==> config.mk <==
export PLATFORM = sky130hd
export DESIGN_NAME = ddr_rd_engine
export DESIGN_NICKNAME = d
export VERILOG_FILES = /design/src/rtl/ddr_eng_pkg.sv /design/src/rtl/ddr_rd_engine.sv
export SDC_FILE = /design/constraint.sdc
export NUM_CORES = 1
export LEC_CHECK = 0
export BUFFER_PORTS_ARGS = -buffer_cell sky130_fd_sc_hd__buf_2
export CORE_UTILIZATION = 56
export CTS_BUF_LIST = sky130_fd_sc_hd__clkbuf_4 sky130_fd_sc_hd__clkbuf_8 sky130_fd_sc_hd__clkbuf_16
export DETAILED_ROUTE_END_ITERATION = 10
export GPL_ROUTABILITY_DRIVEN = 0
export PLACE_DENSITY = 0.8
export SLEW_MARGIN = 20
export SYNTH_ARGS = -nofsm -noshare
export SYNTH_HDL_FRONTEND = slang
export SYNTH_SLANG_ARGS = --single-unit
==> constraint.sdc <==
create_clock -name clk -period 4.5 [get_ports clk]
set_input_delay 0.225 -clock clk [delete_from_list [all_inputs] [get_ports clk]]
set_output_delay 0.225 -clock clk [all_outputs]
set_load 0.01 [all_outputs]
==> src/rtl/ddr_eng_pkg.sv <==
// Shared types and AXI constants for the DDR read bandwidth engine.
package ddr_eng_pkg;

    typedef enum logic [0:0] {
        ST_IDLE = 1'b0,
        ST_RUN  = 1'b1
    } state_t;

    localparam logic [2:0]  AXI_SIZE_8B    = 3'b011;
    localparam logic [1:0]  AXI_BURST_INCR = 2'b01;
    localparam logic [1:0]  RESP_OKAY      = 2'b00;
    localparam int unsigned BURST_BYTES    = 64;
    localparam int unsigned NBURST_W       = 24;

    // Byte offset of burst idx from the command base address.
    function automatic logic [31:0] burst_offset(input logic [NBURST_W-1:0] idx);
        return 32'(idx) * 32'(BURST_BYTES);
    endfunction

endpackage

==> src/rtl/ddr_rd_engine.sv <==
// DDR read responder: issues NBURST AXI4 INCR bursts from a base address with
// bounded outstanding requests and accumulates cycle, checksum and error stats.
module ddr_rd_engine
    import ddr_eng_pkg::*;
#(
    parameter int ADDR_W  = 32,
    parameter int DATA_W  = 64,
    parameter int BLEN    = 8,
    parameter int MAX_OUT = 4
) (
    input  logic              clk,
    input  logic              rstn,
    input  logic              START_REG,
    input  logic [31:0]       ADDR_REG,
    input  logic [31:0]       NBURST_REG,
    output logic              IDLE_REG,
    output logic [ADDR_W-1:0] m_axi_araddr,
    output logic [7:0]        m_axi_arlen,
    output logic [2:0]        m_axi_arsize,
    output logic [1:0]        m_axi_arburst,
    output logic              m_axi_arvalid,
    input  logic              m_axi_arready,
    input  logic [DATA_W-1:0] m_axi_rdata,
    input  logic [1:0]        m_axi_rresp,
    input  logic              m_axi_rlast,
    input  logic              m_axi_rvalid,
    output logic              m_axi_rready,
    output logic [31:0]       CYCLES_REG,
    output logic [DATA_W-1:0] CSUM_REG,
    output logic              ERR_REG
);

    localparam int               BEAT_W    = (BLEN > 1) ? $clog2(BLEN) : 1;
    localparam logic [BEAT_W-1:0] BEAT_LAST = BEAT_W'(BLEN - 1);
    localparam logic [BEAT_W-1:0] BEAT_ONE  = BEAT_W'(1);
    localparam logic [3:0]        OUT_MAX   = 4'(MAX_OUT);

    state_t              state_q;
    logic [ADDR_W-1:0]   base_q;
    logic [NBURST_W-1:0] nburst_q;
    logic [NBURST_W-1:0] ar_cnt_q, ar_cnt_d;
    logic [NBURST_W-1:0] rl_cnt_q, rl_cnt_d;
    logic [BEAT_W-1:0]   beat_cnt_q, beat_cnt_d;
    logic [3:0]          out_cnt_q, out_cnt_d;
    logic [ADDR_W-1:0]   araddr_q, araddr_d;
    logic                arvalid_q, arvalid_d;
    logic                rready_q;
    logic                idle_q;
    logic [31:0]         cycles_q;
    logic [DATA_W-1:0]   csum_q;
    logic                err_q;

    logic                ar_hs_s, r_hs_s, beat_last_s, out_dec_s, beat_err_s, done_s;
    logic [ADDR_W-1:0]   start_base_s;
    logic [NBURST_W-1:0] start_nb_s;
    logic                unused_s;

    assign unused_s = ^{ADDR_REG[5:0], NBURST_REG[31:NBURST_W]};

    // Handshake decode and next values of the counters and the AR request.
    always_comb begin
        ar_hs_s     = arvalid_q & m_axi_arready;
        r_hs_s      = m_axi_rvalid & rready_q;
        beat_last_s = (beat_cnt_q == BEAT_LAST);
        // A stray rlast with nothing outstanding is flagged, never wraps the count.
        out_dec_s   = r_hs_s & m_axi_rlast & (out_cnt_q != 4'd0);
        ar_cnt_d    = ar_cnt_q + {{(NBURST_W-1){1'b0}}, ar_hs_s};
        rl_cnt_d    = rl_cnt_q + {{(NBURST_W-1){1'b0}}, r_hs_s & beat_last_s};
        if (!r_hs_s) begin
            beat_cnt_d = beat_cnt_q;
        end else if (beat_last_s) begin
            beat_cnt_d = {BEAT_W{1'b0}};
        end else begin
            beat_cnt_d = beat_cnt_q + BEAT_ONE;
        end
        case ({ar_hs_s, out_dec_s})
            2'b10:   out_cnt_d = out_cnt_q + 4'd1;
            2'b01:   out_cnt_d = out_cnt_q - 4'd1;
            default: out_cnt_d = out_cnt_q;
        endcase
        beat_err_s   = r_hs_s & ((m_axi_rresp != RESP_OKAY) |
                                 (m_axi_rlast != beat_last_s) |
                                 (out_cnt_q == 4'd0));
        done_s       = (ar_cnt_d == nburst_q) & (rl_cnt_d == nburst_q) & (out_cnt_d == 4'd0);
        arvalid_d    = (arvalid_q & ~m_axi_arready) |
                       ((ar_cnt_d < nburst_q) & (out_cnt_d < OUT_MAX));
        araddr_d     = base_q + ADDR_W'(burst_offset(ar_cnt_d));
        start_base_s = ADDR_W'({ADDR_REG[31:6], 6'b000000});
        start_nb_s   = NBURST_REG[NBURST_W-1:0];
    end

    // Command FSM with registered AXI request, handshake bookkeeping and stats.
    always_ff @(posedge clk or negedge rstn) begin
        if (!rstn) begin
            state_q    <= ST_IDLE;
            base_q     <= {ADDR_W{1'b0}};
            nburst_q   <= {NBURST_W{1'b0}};
            ar_cnt_q   <= {NBURST_W{1'b0}};
            rl_cnt_q   <= {NBURST_W{1'b0}};
            beat_cnt_q <= {BEAT_W{1'b0}};
            out_cnt_q  <= 4'd0;
            araddr_q   <= {ADDR_W{1'b0}};
            arvalid_q  <= 1'b0;
            rready_q   <= 1'b0;
            idle_q     <= 1'b1;
            cycles_q   <= 32'd0;
            csum_q     <= {DATA_W{1'b0}};
            err_q      <= 1'b0;
        end else begin
            case (state_q)
                ST_IDLE: begin
                    if (START_REG) begin
                        base_q     <= start_base_s;
                        nburst_q   <= start_nb_s;
                        ar_cnt_q   <= {NBURST_W{1'b0}};
                        rl_cnt_q   <= {NBURST_W{1'b0}};
                        beat_cnt_q <= {BEAT_W{1'b0}};
                        out_cnt_q  <= 4'd0;
                        cycles_q   <= 32'd0;
                        csum_q     <= {DATA_W{1'b0}};
                        err_q      <= 1'b0;
                        if (start_nb_s != {NBURST_W{1'b0}}) begin
                            // First request goes out the cycle after START; IDLE drops with it.
                            state_q   <= ST_RUN;
                            idle_q    <= 1'b0;
                            rready_q  <= 1'b1;
                            arvalid_q <= 1'b1;
                            araddr_q  <= start_base_s;
                        end else begin
                            state_q <= ST_IDLE;
                        end
                    end else begin
                        state_q <= ST_IDLE;
                    end
                end
                ST_RUN: begin
                    ar_cnt_q   <= ar_cnt_d;
                    rl_cnt_q   <= rl_cnt_d;
                    beat_cnt_q <= beat_cnt_d;
                    out_cnt_q  <= out_cnt_d;
                    araddr_q   <= araddr_d;
                    cycles_q   <= cycles_q + 32'd1;
                    err_q      <= err_q | beat_err_s;
                    if (r_hs_s) begin
                        csum_q <= csum_q ^ m_axi_rdata;
                    end
                    if (done_s) begin
                        state_q   <= ST_IDLE;
                        idle_q    <= 1'b1;
                        rready_q  <= 1'b0;
                        arvalid_q <= 1'b0;
                    end else begin
                        arvalid_q <= arvalid_d;
                    end
                end
                default: begin
                    state_q   <= ST_IDLE;
                    idle_q    <= 1'b1;
                    rready_q  <= 1'b0;
                    arvalid_q <= 1'b0;
                end
            endcase
        end
    end

    assign IDLE_REG      = idle_q;
    assign m_axi_araddr  = araddr_q;
    assign m_axi_arlen   = 8'(BLEN - 1);
    assign m_axi_arsize  = AXI_SIZE_8B;
    assign m_axi_arburst = AXI_BURST_INCR;
    assign m_axi_arvalid = arvalid_q;
    assign m_axi_rready  = rready_q;
    assign CYCLES_REG    = cycles_q;
    assign CSUM_REG      = csum_q;
    assign ERR_REG       = err_q;

endmodule

==> out/results.ini <==
[layout]
final_cells = 2079
syn2layout_area_growth_pct = 21.7
n_antenna_cell = 0
fillCellCount = 1813
drive_gt1_share_pct = 19.2
nets = 1943

[power]
max-vdd-ir-drop_mv = 0.425
clkPwrFrac_pct = 25.6
leakage_uw = 0.00790
p_int_uw = 5220
report.power.total_uw = 8260
power.density_nw_per_um2 = 516
p_switching_uw = 3030
comb_power_share_pct = 34.8
power_frac_seq_pct = 39.6
swShare_pct = 36.7

[timing]
skew_ns = 0.00927
hold_violations = 0
whs_ns = 0.0153
timing.final.ws_setup_ns = 0.316
rsz0062_at_grt = false
period_minus_slack_ns = 4.18
relSlewSlack_pct = 36.4
setup_tns_ns = 0
fin_crit_sh_pct = 93.0
max_freq_mhz = 239
setup_viol = 0
maxSlewViolCount = 0
worst_pin_slew_ns = 0.955

[yosys]
syn_area_sq_um = 13100
synth_edf_count = 0
ys_types = 65
syn_avg_cell_area_sq_um = 8.92
synth_top_area_share_pct = 44.0
ys_seq_elements = 232
synthCells = 1474
seq_area_frac_synth_pct = 44.2
synth_area_leaders = dfrtp_1 44%, nand2_1 9.0%, xor2_1 6.3%
yosys.area.top_type = dfrtp_1
ys_warn_count = 0
ys.flop_type = dfrtp_1
async_flop_share_pct = 100

[hold_path]
holdPathStages = 3
min_path_type = in2reg
hp-start = m_axi_rresp[1]
hold-path-endpoint = ERR_REG

[floorplan]
dieArea_sq_um = 24100
core_sq_um = 22800
die_x_microns = 155
die_y_microns = 155
io_pins = 281
start_util_pct = 57.6
rows = 55

[placement]
portBuffers = 247
dp_cells = 1978
place_hpwl_mm = 23.7
pre_cts_ws_ns = 0.277

[clocking]
cts_tree = yes
root_buffer = clkbuf_16
cts_max_level = 1
cts-buffers-inserted = 26
numClockSinks = 232
clk_pin_slew_worst_paths_ns = 0.06
cts_buffer_depth = 3
clkLatencyLatePin_ns = 0.53

[grt]
antenna_found_initial = 0
grt_pass1_vias = 11300
grt_pass1_wl_mm = 56.8
grt.overflow.total = 0
grt_max_degree = 128
grt_usage_pct = 29.1

[drt]
drtIter0Drc = 869
remaining_drc_errors = 0
wirelength_mm = 35.1
wl_per_cell_microns = 16.9
post_drt_via_cell_ratio = 5.63
vias = 11700
postRouteAntennaNets = 0
dr.pass1.iters = 5

[outcome]
status = finished clean

[setup_path]
crit_required_ns = 4.94
reg2reg_depth = 18
arrival_ns = 4.62
r2r-start = m_axi_arvalid
worst-path-max-fanout = 7
ff2ff_setup_slack_ns = 0.32
reg2reg_to = m_axi_araddr[26]
critPathLaunchType = flop
path_class = reg2reg
endpoint_kind = flop

[run]
maxCapViolCount = 0

kinds of logic (layout without fill, tap and decap cells):
family / count (synthesis) / count (layout) / share of synthesized area, %
xor gates and xnor gates: 149 / 149 / 10.1
DFF: 232 / 232 / 44.2
adders and majority gates: 60 / 60 / 5.82
other: 2 / 19 / 0.0571
buffers and inverters: 122 / 397 / 4.26
and+or+nand+nor: 611 / 611 / 20.8
muxes: 30 / 30 / 2.28
AOI/OAI and AO/OA: 268 / 268 / 12.4
cells in the final DEF, fill, tap and decap left out, types with 17 or more instances in the layout:
| cell | netlist | routed |
|---|---|---|
| dfrtp_1 | 231 | 230 |
| inv_1 | 33 | 33 |
| mux2i_1 | 30 | 30 |
| nand2_1 | 314 | 313 |
| nand4_1 | 28 | 28 |
| o21ai_0 | 125 | 124 |
| xor2_1 | 95 | 95 |
| nor2_1 | 123 | 122 |
| a21oi_1 | 32 | 32 |
| dlygate4sd3_1 | 0 | 53 |
| ha_1 | 58 | 58 |
| conb_1 | 2 | 19 |
| xnor2_1 | 52 | 49 |
| clkbuf_16 | 0 | 27 |
| nand3_1 | 65 | 65 |
| o22ai_1 | 17 | 17 |
| buf_2 | 4 | 246 |
| a21o_1 | 23 | 23 |
worst max-delay path: stages, from the launching register on:
cell	delay [ns]
dfrtp_1	0.35
and2_1	0.20
ha_1	0.22
ha_1	0.23
nand3_1	0.13
nor2_1	0.16
nand2_1	0.14
nor2_1	0.16
xor2_1	0.33
ha_1	0.31
nand4_1	0.17
nor3b_1	0.31
a21oi_1	0.14
o21ai_0	0.35
a31oi_1	0.19
o21ai_0	0.23
xor2_1	0.23
nand2_1	0.09
o21ai_0	0.14
power groups by stage:
stage | clock [uW] | sequential, uW | combinational, uW
after detailed placement | 0 | 3270 | 2800
after global placement | 0 | 3240 | 2680
after global routing | 2220 | 3350 | 3190
after floorplan | 0 | 3380 | 1630
after CTS | 2140 | 3250 | 2850
final | 2120 | 3270 | 2870
cell usage after synthesis (3+ instances only):
library cell  number
o21bai_1           3
ha_1              58
o22ai_1           17
inv_1             33
o2111ai_1          4
buf_1              5
and2_1             6
nor3b_1            4
and3_1            15
a211o_1            3
a21o_1            23
o21a_1             3
nand2_1          314
clkbuf_1          53
nor2b_1            5
nand4b_1           4
mux2i_1           30
o21ai_0          125
nor4_1            13
o211ai_1           9
a211oi_1          10
nor4b_1            3
nor2_1           123
xnor2_1           52
dfrtp_1          231
nand3_1           65
a21oi_1           32
nor3_1            12
a31o_2             8
xor2_1            95
o21ai_1            3
buf_2              4
o31ai_1           11
nand4_1           28
buf_4             24
a21boi_0           3
and4_1             8
sequential cells by signal, summed over array words and instances, names as in the netlist, 3 cells and up:
signal        count
nburst_q         24
out_cnt_q         4
m_axi_araddr     26
ar_cnt_q         24
base_q           26
beat_cnt_q        3
CYCLES_REG       32
rl_cnt_q         24
CSUM_REG         64
metrics by stage:
stage	util, %	area (sq um)
3_3_place_gp	63.7	14600
4_1_cts	69.8	15900
6_report	70.0	16000
2_1_floorplan	-	13200
3_5_place_dp	63.7	14600
5_1_grt	70.0	16000
how the worst max path moves through the flow:
stage / endpoint / from / cells past startpoint / slack, ns
detailed placement: m_axi_arvalid / m_axi_arready / 20 / 0.28
floorplan: state_q / m_axi_arvalid / 18 / 0.61
global placement: m_axi_arvalid / m_axi_arready / 20 / 0.30
global route: m_axi_araddr[31] / m_axi_arvalid / 19 / 0.02
CTS: m_axi_arvalid / m_axi_arvalid / 19 / 0.25
finish: m_axi_araddr[26] / m_axi_arvalid / 18 / 0.32
metal layers:
layer	part of all wire, %	global-route usage (%)	up-vias	wire (microns)
met1	43	40.1	5602	15100
met3	6.3	3.76	78	2220
li1	-	-	5557	-
met2	48	48.3	463	16900
met5	0	0	-	0
met4	2.8	8.26	0	991
cell type report:
cell class,count,area [sq um],share of cell area (%)
tap,313,392,2.45
clock inverter,4,20.0,0.125
multi-input combinational,1137,6910,43.2
inverter,35,131,0.821
clock buffer,43,833,5.21
sequential,232,5810,36.3
timing repair buffer,315,1900,11.9
timing repair:
item	4_1_cts	5_1_grt
buffers inserted	0	1
endpoints found under the hold margin	182	0
gates resized for setup	0	6
hold buffers	53	0
setup endpoints to repair	0	8
Power figures use the tool's default switching activity.
